[src/rtl/frame_buffer_writer.sv]
// frame_buffer_writer
// Writer side of the thresholding frame buffer. Converts the RGB565 camera
// stream to 12-bit luminance, crops it to the stored window and issues
// single-port BRAM writes. Capture is request-driven (one-shot or continuous)
// and a frame_done_out pulse follows the last write of each complete frame.
//
// Two-stage pipeline: camera_valid_in at cycle N -> bram_we_out at N+2,
// frame_done_out at N+3 for the last pixel of the window.
//
// Optional build macro: FBW_MIRROR_EN mirrors the stored x coordinate so the
// image appears as a mirror on the display. Last-pixel and lost-sync
// detection keep using the raw camera coordinates.

module frame_buffer_writer #(
  parameter int IMG_WIDTH  = 240,
  parameter int IMG_HEIGHT = 320,
  parameter int ADDR_W     = $clog2(IMG_WIDTH * IMG_HEIGHT)
) (
  input  logic              clk_in,
  input  logic              rst_in,
  input  logic              camera_valid_in,
  input  logic [10:0]       camera_hcount_in,
  input  logic [9:0]        camera_vcount_in,
  input  logic [15:0]       camera_pixel_in,
  input  logic              capture_in,
  input  logic              continuous_in,
  output logic [ADDR_W-1:0] bram_addr_out,
  output logic [11:0]       bram_data_out,
  output logic              bram_we_out,
  output logic              busy_out,
  output logic              frame_done_out
);

  localparam logic [1:0] ST_IDLE    = 2'd0;
  localparam logic [1:0] ST_ARMED   = 2'd1;
  localparam logic [1:0] ST_CAPTURE = 2'd2;
  localparam logic [1:0] ST_DONE    = 2'd3;

  localparam logic [10:0] X_LAST = 11'(IMG_WIDTH - 1);
  localparam logic [9:0]  Y_LAST = 10'(IMG_HEIGHT - 1);

  logic [1:0]  r_state;
  logic [1:0]  w_state_next;
  logic        w_origin;
  logic        w_in_window;
  logic        w_is_last;
  logic        w_write;
  logic        w_frame_end;

  // Stage 1 registers
  logic        r_s1_we;
  logic        r_s1_last;
  logic [15:0] r_s1_pixel;
  logic [10:0] r_s1_hcount;
  logic [9:0]  r_s1_vcount;

  // Stage 2 side-band: marks the final write of a frame
  logic        r_s2_last;

  logic [7:0]        w_sum;
  logic [5:0]        w_r6;
  logic [5:0]        w_g6;
  logic [5:0]        w_b6;
  logic [31:0]       w_x_store;
  logic [ADDR_W-1:0] w_addr;

  // Raw-coordinate decodes of the incoming pixel
  assign w_origin    = camera_valid_in && (camera_hcount_in == 11'd0) &&
                       (camera_vcount_in == 10'd0);
  assign w_in_window = camera_valid_in && (camera_hcount_in <= X_LAST) &&
                       (camera_vcount_in <= Y_LAST);
  assign w_is_last   = w_in_window && (camera_hcount_in == X_LAST) &&
                       (camera_vcount_in == Y_LAST);

  // Next-state and write-qualifier decode, evaluated against the current state
  always_comb begin
    // NOTE: every output of this block gets a default first so no path leaves
    // a signal unassigned, which would otherwise infer a latch.
    w_state_next = r_state;
    w_write      = 1'b0;
    w_frame_end  = 1'b0;
    case (r_state)
      ST_IDLE: begin
        if (capture_in) w_state_next = ST_ARMED;
      end
      ST_ARMED: begin
        if (w_origin) begin
          w_write      = 1'b1;
          w_state_next = ST_CAPTURE;
        end
      end
      ST_CAPTURE: begin
        // A (0,0) pixel here is a resync: it is simply written to address 0
        // and the state is left alone, so the aborted frame never signals done.
        w_write = w_in_window;
        if (w_is_last) begin
          w_frame_end  = 1'b1;
          w_state_next = ST_DONE;
        end
      end
      ST_DONE: begin
        w_state_next = continuous_in ? ST_ARMED : ST_IDLE;
      end
      default: w_state_next = ST_IDLE;
    endcase
  end

  // Capture state machine; busy is registered alongside the state it reflects
  always_ff @(posedge clk_in) begin
    // NOTE: sequential state uses non-blocking assignments so every register
    // samples pre-edge values, independent of statement order.
    if (rst_in) begin
      r_state  <= ST_IDLE;
      busy_out <= 1'b0;
    end else begin
      r_state  <= w_state_next;
      busy_out <= (w_state_next == ST_ARMED) || (w_state_next == ST_CAPTURE);
    end
  end

  // Stage 1: register pixel, coordinates and the write qualifier
  always_ff @(posedge clk_in) begin
    if (rst_in) begin
      r_s1_we     <= 1'b0;
      r_s1_last   <= 1'b0;
      r_s1_pixel  <= 16'd0;
      r_s1_hcount <= 11'd0;
      r_s1_vcount <= 10'd0;
    end else begin
      r_s1_we     <= w_write;
      r_s1_last   <= w_frame_end;
      r_s1_pixel  <= camera_pixel_in;
      r_s1_hcount <= camera_hcount_in;
      r_s1_vcount <= camera_vcount_in;
    end
  end

  // Luminance: red and blue widened to 6 bits by replicating their MSB
  assign w_r6  = {r_s1_pixel[15:11], r_s1_pixel[15]};
  assign w_g6  = r_s1_pixel[10:5];
  assign w_b6  = {r_s1_pixel[4:0], r_s1_pixel[4]};
  assign w_sum = {2'b00, w_r6} + {1'b0, w_g6, 1'b0} + {2'b00, w_b6};

  // Stored column; only in-window pixels are written, so the mirror never wraps
`ifdef FBW_MIRROR_EN
  assign w_x_store = 32'(IMG_WIDTH - 1) - 32'(r_s1_hcount);
`else
  assign w_x_store = 32'(r_s1_hcount);
`endif

  assign w_addr = ADDR_W'(32'(r_s1_vcount) * 32'(IMG_WIDTH) + w_x_store);

  // Stage 2: register BRAM address, data and write enable
  always_ff @(posedge clk_in) begin
    if (rst_in) begin
      bram_we_out   <= 1'b0;
      bram_addr_out <= '0;
      bram_data_out <= 12'd0;
      r_s2_last     <= 1'b0;
    end else begin
      bram_we_out   <= r_s1_we;
      bram_addr_out <= w_addr;
      bram_data_out <= {w_sum, w_sum[7:4]};
      r_s2_last     <= r_s1_last;
    end
  end

  // Frame-complete pulse, one cycle after the final write
  always_ff @(posedge clk_in) begin
    if (rst_in) begin
      frame_done_out <= 1'b0;
    end else begin
      frame_done_out <= r_s2_last;
    end
  end

endmodule
[config.mk]
export PLATFORM = sky130hd
export DESIGN_NAME = frame_buffer_writer
export DESIGN_NICKNAME = d
export VERILOG_FILES = /design/src/rtl/frame_buffer_writer.sv
export SDC_FILE = /design/constraint.sdc
export NUM_CORES = 1
export LEC_CHECK = 0
export ABC_CLOCK_PERIOD_IN_PS = 8700
export CORE_MARGIN = 2
export CORE_UTILIZATION = 30
export CTS_BUF_LIST = sky130_fd_sc_hd__clkbuf_2 sky130_fd_sc_hd__clkbuf_4 sky130_fd_sc_hd__clkbuf_8
export CTS_CLUSTER_SIZE = 20
export DETAILED_ROUTE_END_ITERATION = 10
export PLACE_DENSITY_LB_ADDON = 0.25
export SYNTH_ARGS = -nofsm -noshare
export SYNTH_HDL_FRONTEND = slang
export SYNTH_SLANG_ARGS = --single-unit
[constraint.sdc]
create_clock -name clk_in -period 8.7 [get_ports clk_in]
set_clock_uncertainty 0.2 [all_clocks]
set_input_delay 0.87 -clock clk_in [delete_from_list [all_inputs] [get_ports clk_in]]
set_output_delay 0.87 -clock clk_in [all_outputs]
set_load 0.01 [all_outputs]
Yosys cells after proc, flatten, opt, wreduce, memory -nomap -nowiden
Cells that the tools add are included.
{ "totals": {"out_inout_bits": 32, "register_bits": 74, "input_bits": 42} }
{ "op_classes": {"reduce_logical": 11, "bitwise_logic": 1, "n_mul": 1, "eq_ne": 7, "n_lt_le_gt_ge": 2, "n_mux": 8, "n_addsub": 3} }
{ "op_table": {"columns": ["operator", "count"], "rows": [
  ["$add A17 B11 Y17", 1],
  ["$mul A10 B4 Y13 const B", 1],
  ["$eq A11 B8 Y1 const B", 1],
  ["$le A11 B8 Y1 const B", 1],
  ["$logic_not A11 Y1", 1],
  ["$eq A10 B9 Y1 const B", 1],
  ["$le A10 B9 Y1 const B", 1],
  ["$logic_not A10 Y1", 1],
  ["$add A6 B7 Y8", 1],
  ["$add A8 B6 Y8", 1],
  ["$pmux W2 S4", 1],
  ["$eq A2 B2 Y1 const B", 3],
  ["$logic_and A1 B1 Y1", 6],
  ["$mux W2", 3],
  ["$eq A2 B1 Y1 const B", 2],
  ["$mux W1", 3],
  ["$logic_not A2 Y1", 1],
  ["$pmux W1 S2", 1],
  ["$reduce_or A2 Y1", 1],
  ["$logic_or A1 B1 Y1", 1],
  ["$not A1 Y1", 1]
]} }

Depth between registers and ports, before layout
Gate-level depths: netlist of the first run.
{ "logic_depth": {"ltp_word": 9, "depth_mapped": 16, "mapped_depth_nobuf": 16} }

Worst setup path before layout of the first run
Ideal clock, no wire load.
{ "synth_timing": {"path_type": "register to register", "start": "register r_s1_vcount[0]", "end": "register bram_addr_out[16]", "path_slack_ns": 4.853, "setup_time_ns": 0.071, "stages_incl_launch_ff": 16, "t_arrival_ns": 3.577, "period_less_slack_ns": 3.847, "path_cell_list": "dfxtp_1 fa_1 inv_1 fa_1 inv_1 ha_1 a21o_1 a21oi_1 xnor2_1 ha_1 or2_2 a21oi_1 nor3_1 nand4_2 or4_1 a21oi_1"} }
{ "synth_between": {"elab_chain_cells": 2} }
{ "synth_lines": {"columns": ["item", "line", "text"], "rows": [
  ["start: declaration", "55", "logic [9:0] r_s1_vcount;"],
  ["start signal: assignment", "134", "r_s1_vcount <= camera_vcount_in;"],
  ["$mul A10 B4 Y13", "151", "assign w_addr = ADDR_W'(32'(r_s1_vcount) * 32'(IMG_WIDTH) + w_x_store);"],
  ["$add A17 B11 Y17", "151", null],
  ["end signal: assignment", "162", "bram_addr_out <= w_addr;"],
  ["end: declaration", "27", "output logic [ADDR_W-1:0] bram_addr_out,"]
]} }
Every way passes these cells.
A chain may end at the register's enable or synchronous reset.

Final worst setup path of the first run
Same ends and word-level chain as after synthesis.

==> results of run 1 <==
==> worst max-delay path, delay by kind of cell (launching register included) <==
| family | cells | cell delay, ns |
|---|---|---|
| xor gates and xnor gates | 1 | 0.09 |
| and+or+nand+nor | 4 | 1.01 |
| AOI/OAI and AO/OA | 4 | 0.54 |
| DFF | 1 | 0.35 |
| adders and majority gates | 4 | 1.72 |
| buffers and inverters | 2 | 0.12 |
==> cells in the final DEF (no fill, tap or decap), types with 2 or more instances in the layout <==
master            n
clkdlybuf4s50_1  72
dfxtp_1          70
nor2b_1          51
inv_1            44
ha_1             33
nor2_1           24
fa_1             24
a21oi_1          18
nand2_1          13
xnor2_1          12
clkbuf_8          9
a21o_1            8
nand3_1           7
o21ai_0           7
nor3_1            6
nand4_1           5
xor2_1            5
nor4_1            5
nand2b_1          4
a211oi_1          4
o211ai_1          3
nor3b_1           3
o31ai_1           3
a211oi_2          2
or3_1             2
and2_1            2
o21bai_1          2
bufinv_16         2
clkinv_2          2
inv_6             2
==> state kept, by name, summed over array words and instances (netlist names) <==
name,flops
bram_we_out,1
r_state,2
r_s1_last,1
bram_addr_out,17
r_s2_last,1
r_s1_vcount,10
busy_out,1
bram_data_out,8
r_s1_pixel,16
frame_done_out,1
r_s1_we,1
r_s1_hcount,11
==> power groups by stage <==
stage / combinational [mW] / clock, mW / sequential [mW]
after floorplan: 0.225 / 0 / 0.385
after global placement: 0.344 / 0 / 0.374
after detailed placement: 0.350 / 0 / 0.374
after CTS: 0.352 / 0.303 / 0.367
after global routing: 0.390 / 0.317 / 0.370
final: 0.348 / 0.291 / 0.366
==> cell families (layout without fill, tap and decap cells) <==
group,Yosys count,count (layout),synth area share (%)
AOI/OAI and AO/OA,63,63,11.5
xor gates and xnor gates,18,18,4.55
adders and majority gates,57,57,23.0
buffers and inverters,57,134,6.00
DFF,70,70,36.2
and+or+nand+nor,130,130,18.8
==> path summary, 6_finish.rpt <==
check / cells past startpoint / endpoint
setup reg to reg: 15 / bram_addr_out[16]
setup / recovery: 15 / bram_addr_out[16]
hold reg to reg: 1 / bram_addr_out[2]
hold / removal: 1 / bram_addr_out[2]
==> layer usage <==
metal | share of wire, % | routed length (um)
met5 | 0 | 0
met4 | 1.8 | 142
met3 | 5.5 | 430
met2 | 46 | 3610
met1 | 47 | 3710
==> final cells by class <==
| class | instances | area [sq um] | share of cell area [%] |
|---|---|---|---|
| Clock inverter | 7 | 96.3 | 1.94 |
| Inverter | 44 | 165 | 3.32 |
| Clock buffer | 9 | 124 | 2.49 |
| Tap cell | 172 | 215 | 4.32 |
| Multi-Input combinational cell | 268 | 2240 | 45.0 |
| Timing Repair Buffer | 74 | 733 | 14.7 |
| Sequential cell | 70 | 1400 | 28.2 |
==> impl_metrics.py, run 1 <==
metrics = {
    "outcome": {
        "status": "completed",
    },
    "clocking": {
        "clkTransAtPathRegs_ns": 0.08,
        "cts_resized": 0,
        "cts_buffers": 9,
        "cts.sinks": 70,
        "cts_tree": "built",
        "cts_root_buf": "clkbuf_8",
        "htreeDepth": 3,
        "clk_path_buf_depth": 2,
        "ctsHoldBuffers": 0,
        "postCtsSetupBuffers": 0,
        "clk_latency_ns": 0.35,
    },
    "placement": {
        "hpwl_um": 6250,
        "gp_congestion": 0.799,
        "place_area_sq_um": 4760,
        "dp_cells": 628,
        "dpl_worst_slack_ns": 4.62,
        "portBuffers": 73,
    },
    "detailed_routing": {
        "drt_iter0_markers": 124,
        "drcViolationCount": 0,
        "vias": 2825,
        "vias_per_cell": 4.39,
        "first_pass_iters": 4,
        "antenna_left": 0,
        "wl_per_cell_um": 12.3,
        "wl_um": 7890,
    },
    "global_route": {
        "grt_pass1_vias": 2826,
        "met3_usage_pct": 3.54,
        "grt_pass1_wl_um": 13000,
        "grt.busiest_layer": "met2",
        "gr-total-overflow": 0,
        "grt_max_degree": 71,
        "grt.met1_usage_pct": 14.4,
        "antenna_found_initial": 0,
        "grtUsageTotal_pct": 11.8,
        "grt_use_met2_pct": 19.1,
    },
    "worst_setup_path": {
        "rr_startpoint": "r_s1_vcount[0]",
        "arrival_ns": 4.17,
        "critPathKind": "reg -> reg",
        "critPathSlowestCell": "fa_1",
        "end_kind": "register",
        "path_common_cell": "a21oi_1",
        "required_ns": 8.77,
        "crit_chain": "fa_1 > inv_1 > fa_1 > inv_1 > ha_1 > a21o_1 > a21oi_1 > xnor2_1 > ha_1 > or2_2 > a21oi_1 > nor3_1 > nand4_2 > or4_1 > a21oi_1",
        "startpoint_type": "register",
        "cp_slowest_stage_delay_ns": 0.56,
        "crit_path_start": "r_s1_vcount[0]",
        "critPathMaxFanout": 3,
        "reg2reg_setup_slack_ns": 4.60,
    },
    "synth": {
        "yosys.area.top_type": "dfxtp_1",
        "avgSynthCellArea_sq_um": 9.81,
        "ys_ff_latch": 70,
        "synth_cells": 395,
        "syn-cell-area_sq_um": 3880,
        "synth.top_cell.area_share_pct": 36.2,
        "synth_common_cells": "70 x dfxtp_1, 51 x nor2b_1, 44 x inv_1",
        "post-synth-top-count-cell": "dfxtp_1",
        "synth_edf_count": 0,
        "synthTopCellsByArea": "dfxtp_1 36%, fa_1 12%, ha_1 11%",
        "synth_ff_type": "dfxtp_1",
        "syn_nets": 494,
        "synth-async-reset-ratio_pct": 0,
        "yosysSeqAreaShare_pct": 36.2,
        "ys.warnings.count": 0,
        "synth_cell_types": 52,
    },
    "sta": {
        "slew_headroom_pct": 44.7,
        "postLayoutSetupSlackWorst_ns": 4.60,
        "fin_crit_ns": 4.10,
        "fmax_mhz": 244,
        "finalSetupViolCount": 0,
        "final_max_slew_viol_count": 0,
        "setup_tns_ns": 0,
        "tightest_slew_ns": 0.822,
        "hold_slack_ns": 0.237,
        "fin_crit_sh_pct": 47.1,
        "hold_viol": 0,
        "rsz0062_at_grt": "false",
    },
    "power": {
        "sequentialPowerShare_pct": 36.4,
        "powerDensity_nw_per_um2": 202,
        "internal-power_mw": 0.691,
        "total_power_mw": 1.00,
        "p_clk_share_pct": 28.9,
        "sw_frac_of_total_pct": 31.2,
        "irDropWorstVdd_mv": 0.0855,
        "p_switching_mw": 0.314,
        "p_comb_share_pct": 34.7,
        "leakagePower_nw": 2.09,
    },
    "cells_and_area": {
        "area_growth_pct": 28.4,
        "final_area_sq_um": 4980,
        "finish.utilization_pct": 39.4,
        "n_antenna_cell": 0,
        "drive_above_1_share_pct": 5.72,
        "layout.nets": 566,
        "nFillCells": 1265,
        "finalNonFillerCells": 644,
    },
    "floorplanning": {
        "die_area_sq_um": 13800,
        "fp.dieH_um": 118,
        "core.rowCount": 41,
        "initial_core_util_pct": 30.7,
        "die_x_um": 118,
        "ios": 74,
        "core_sq_um": 12600,
    },
    "hold_path": {
        "holdCritStartpoint": "r_s1_hcount[2]",
        "worst_hold_path_type": "reg -> reg",
    },
    "run": {
        "maxCapViolCount": 0,
    },
}
Note: power is estimated with default switching activity, not from simulation.
==> inputs of run 2 (changes only) <==
Settings changed: ABC_CLOCK_PERIOD_IN_PS 8700 to 3900.
Clock period 8.7 ns to 3.9 ns, I/O delays scaled along.
==> run 2 against run 1 <==
Net effect: fmax grew 6.4%; design area grew 5.4%; hold slack gained 0.0019 ns; worst setup slack lost 4.6 ns; cell count grew 3.1%; clock-buffer cell count is the same; sequential power grew 120%; sequential share of layout area shrank 1.4 points; global-route usage grew 0.84 points; highest routed layer unchanged; largest power group is now combinational cells; via count grew 3.6%.
==> impl_metrics.py, run 2 (same netlist as run 1, synthesis figures left out) <==
metrics = {
    "sta": {
        "hold_viol": 0,
        "fmax_mhz": 260,
        "slew_headroom_pct": 34.0,
        "fin_crit_sh_pct": 98.8,
        "final_max_slew_viol_count": 0,
        "fin_crit_ns": 3.85,
        "tightest_slew_ns": 0.990,
        "rsz0062_at_grt": "true",
        "finalSetupViolCount": 0,
    },
    "global_route": {
        "grtUsageTotal_pct": 12.6,
        "gr-total-overflow": 0,
        "grt_pass1_vias": 3113,
        "grt_max_degree": 60,
        "antenna_found_initial": 0,
        "grt_pass1_wl_um": 14100,
    },
    "worst_setup_path": {
        "arrival_ns": 3.93,
        "critPathKind": "reg -> reg",
        "required_ns": 3.98,
        "startpoint_type": "register",
        "end_kind": "register",
        "critPathMaxFanout": 3,
    },
    "run": {
        "maxCapViolCount": 0,
    },
    "clocking": {
        "cts.sinks": 70,
        "cts_tree": "built",
        "cts_root_buf": "clkbuf_8",
        "ctsHoldBuffers": 0,
        "clkTransAtPathRegs_ns": 0.08,
        "htreeDepth": 3,
        "cts_buffers": 9,
        "clk_latency_ns": 0.35,
        "clk_path_buf_depth": 2,
    },
    "floorplanning": {
        "die_x_um": 118,
        "fp.dieH_um": 118,
        "core.rowCount": 41,
        "ios": 74,
        "core_sq_um": 12600,
        "die_area_sq_um": 13800,
        "initial_core_util_pct": 30.7,
    },
    "cells_and_area": {
        "largest_register_ffs": 17,
        "multi_input_area_sq_um": 2350,
        "regArea_sq_um": 1400,
        "area_growth_pct": 35.3,
        "layout_common_cells": "72 x clkdlybuf4s50_1, 68 x dfxtp_1, 51 x nor2b_1",
        "mostFrequentLayoutCell": "clkdlybuf4s50_1",
        "nFillCells": 1250,
        "regMostFlops": "bram_addr_out",
        "drive_above_1_share_pct": 13.4,
        "n_antenna_cell": 0,
        "finalNonFillerCells": 664,
        "layout.nets": 586,
        "largestRegisters": "bram_addr_out (17), r_s1_pixel (16), r_s1_hcount (11)",
        "finish.utilization_pct": 41.6,
    },
    "power": {
        "p_switching_mw": 0.772,
        "p_comb_share_pct": 38.4,
        "sequentialPowerShare_pct": 33.8,
        "leakagePower_nw": 2.19,
        "powerDensity_nw_per_um2": 460,
        "irDropWorstVdd_mv": 0.147,
        "p_clk_share_pct": 27.7,
        "sw_frac_of_total_pct": 32.0,
        "internal-power_mw": 1.64,
    },
    "hold_path": {
        "worst_hold_path_type": "reg -> reg",
    },
    "detailed_routing": {
        "first_pass_iters": 4,
        "antenna_left": 0,
        "drt_iter0_markers": 108,
        "wl_per_cell_um": 12.4,
        "drcViolationCount": 0,
        "vias": 2928,
        "wl_um": 8210,
        "vias_per_cell": 4.41,
    },
    "placement": {
        "gp_congestion": 0.818,
        "hpwl_um": 6290,
        "dp_cells": 637,
        "portBuffers": 73,
    },
    "outcome": {
        "status": "completed",
    },
}
[run 2: cell count changes in the layout (fill, tap and decap cells not counted), sizes merged]
| cell | before | now |
|---|---|---|
| buf | 2 | 22 |
[run 2: what timing repair did]
action	CTS	global route
setup endpoints to repair	5	6
gates resized for setup	15	7
pin swaps	14	15
setup buffers	5	6
gates cloned	0	0
[run 2: power groups by stage]
stage / clock [mW] / sequential [mW] / combinational (mW)
2_1_floorplan: 0 / 0.859 / 0.502
3_3_place_gp: 0 / 0.834 / 0.798
3_5_place_dp: 0 / 0.834 / 0.814
4_1_cts: 0.687 / 0.818 / 0.878
5_1_grt: 0.719 / 0.825 / 1.03
6_report: 0.669 / 0.816 / 0.927
[run 2: cell type report]
class                   count  area share [%]
multi-input cells         268            44.8
flip-flops and latches     70            26.8
well taps                 172            4.10
clock buffers               9            2.36
inverters                  44            3.15
clock inverters             7            2.03
repair buffers             94            16.8
[run 2: worst max-delay path, cell delays in order, from the launching register on]
cell,delay (ns)
dfxtp_2,0.33
fa_1,0.56
inv_1,0.06
fa_2,0.56
inv_2,0.05
ha_4,0.21
a21o_1,0.16
a21oi_2,0.15
xnor2_1,0.08
ha_2,0.33
or2_4,0.12
a21oi_4,0.07
nor3_2,0.19
nand4_2,0.10
or4_1,0.48
a21oi_1,0.13
[run 2: path summary, 6_finish.rpt]
kind                                      from                 to  slack (ns)  cells past startpoint
worst max-delay path            r_s1_vcount[0]  bram_addr_out[16]        0.05                     15
worst min-delay path                 r_s1_last          r_s2_last        0.24                      1
worst max register to register  r_s1_vcount[0]  bram_addr_out[16]        0.05                     15
worst min register to register       r_s1_last          r_s2_last        0.24                      1
[run 2: per-stage QoR]
| step | setup TNS (ns) | hold WS, ns | power (mW) | area, sq um | worst slack [ns] |
|---|---|---|---|---|---|
| 3_5_place_dp | -0.102 | 0.225 | 1.65 | 4820 | -0.102 |
| 2_1_floorplan | 0 | 0.214 | 1.36 | 3880 | 0.0528 |
| 3_3_place_gp | 0 | 0.225 | 1.63 | 4820 | 0.0381 |
| 6_report | 0 | 0.239 | 2.41 | 5250 | 0.0475 |
| 4_1_cts | -0.0119 | 0.244 | 2.38 | 5180 | -0.0119 |
| 5_1_grt | -0.343 | 0.262 | 2.57 | 5250 | -0.163 |
[run 2: layer usage]
metal	routed length, um	global-route usage (%)
met1	3850	15.4
met2	3850	21.2
met3	328	2.57
met4	173	5.95
met5	0	0
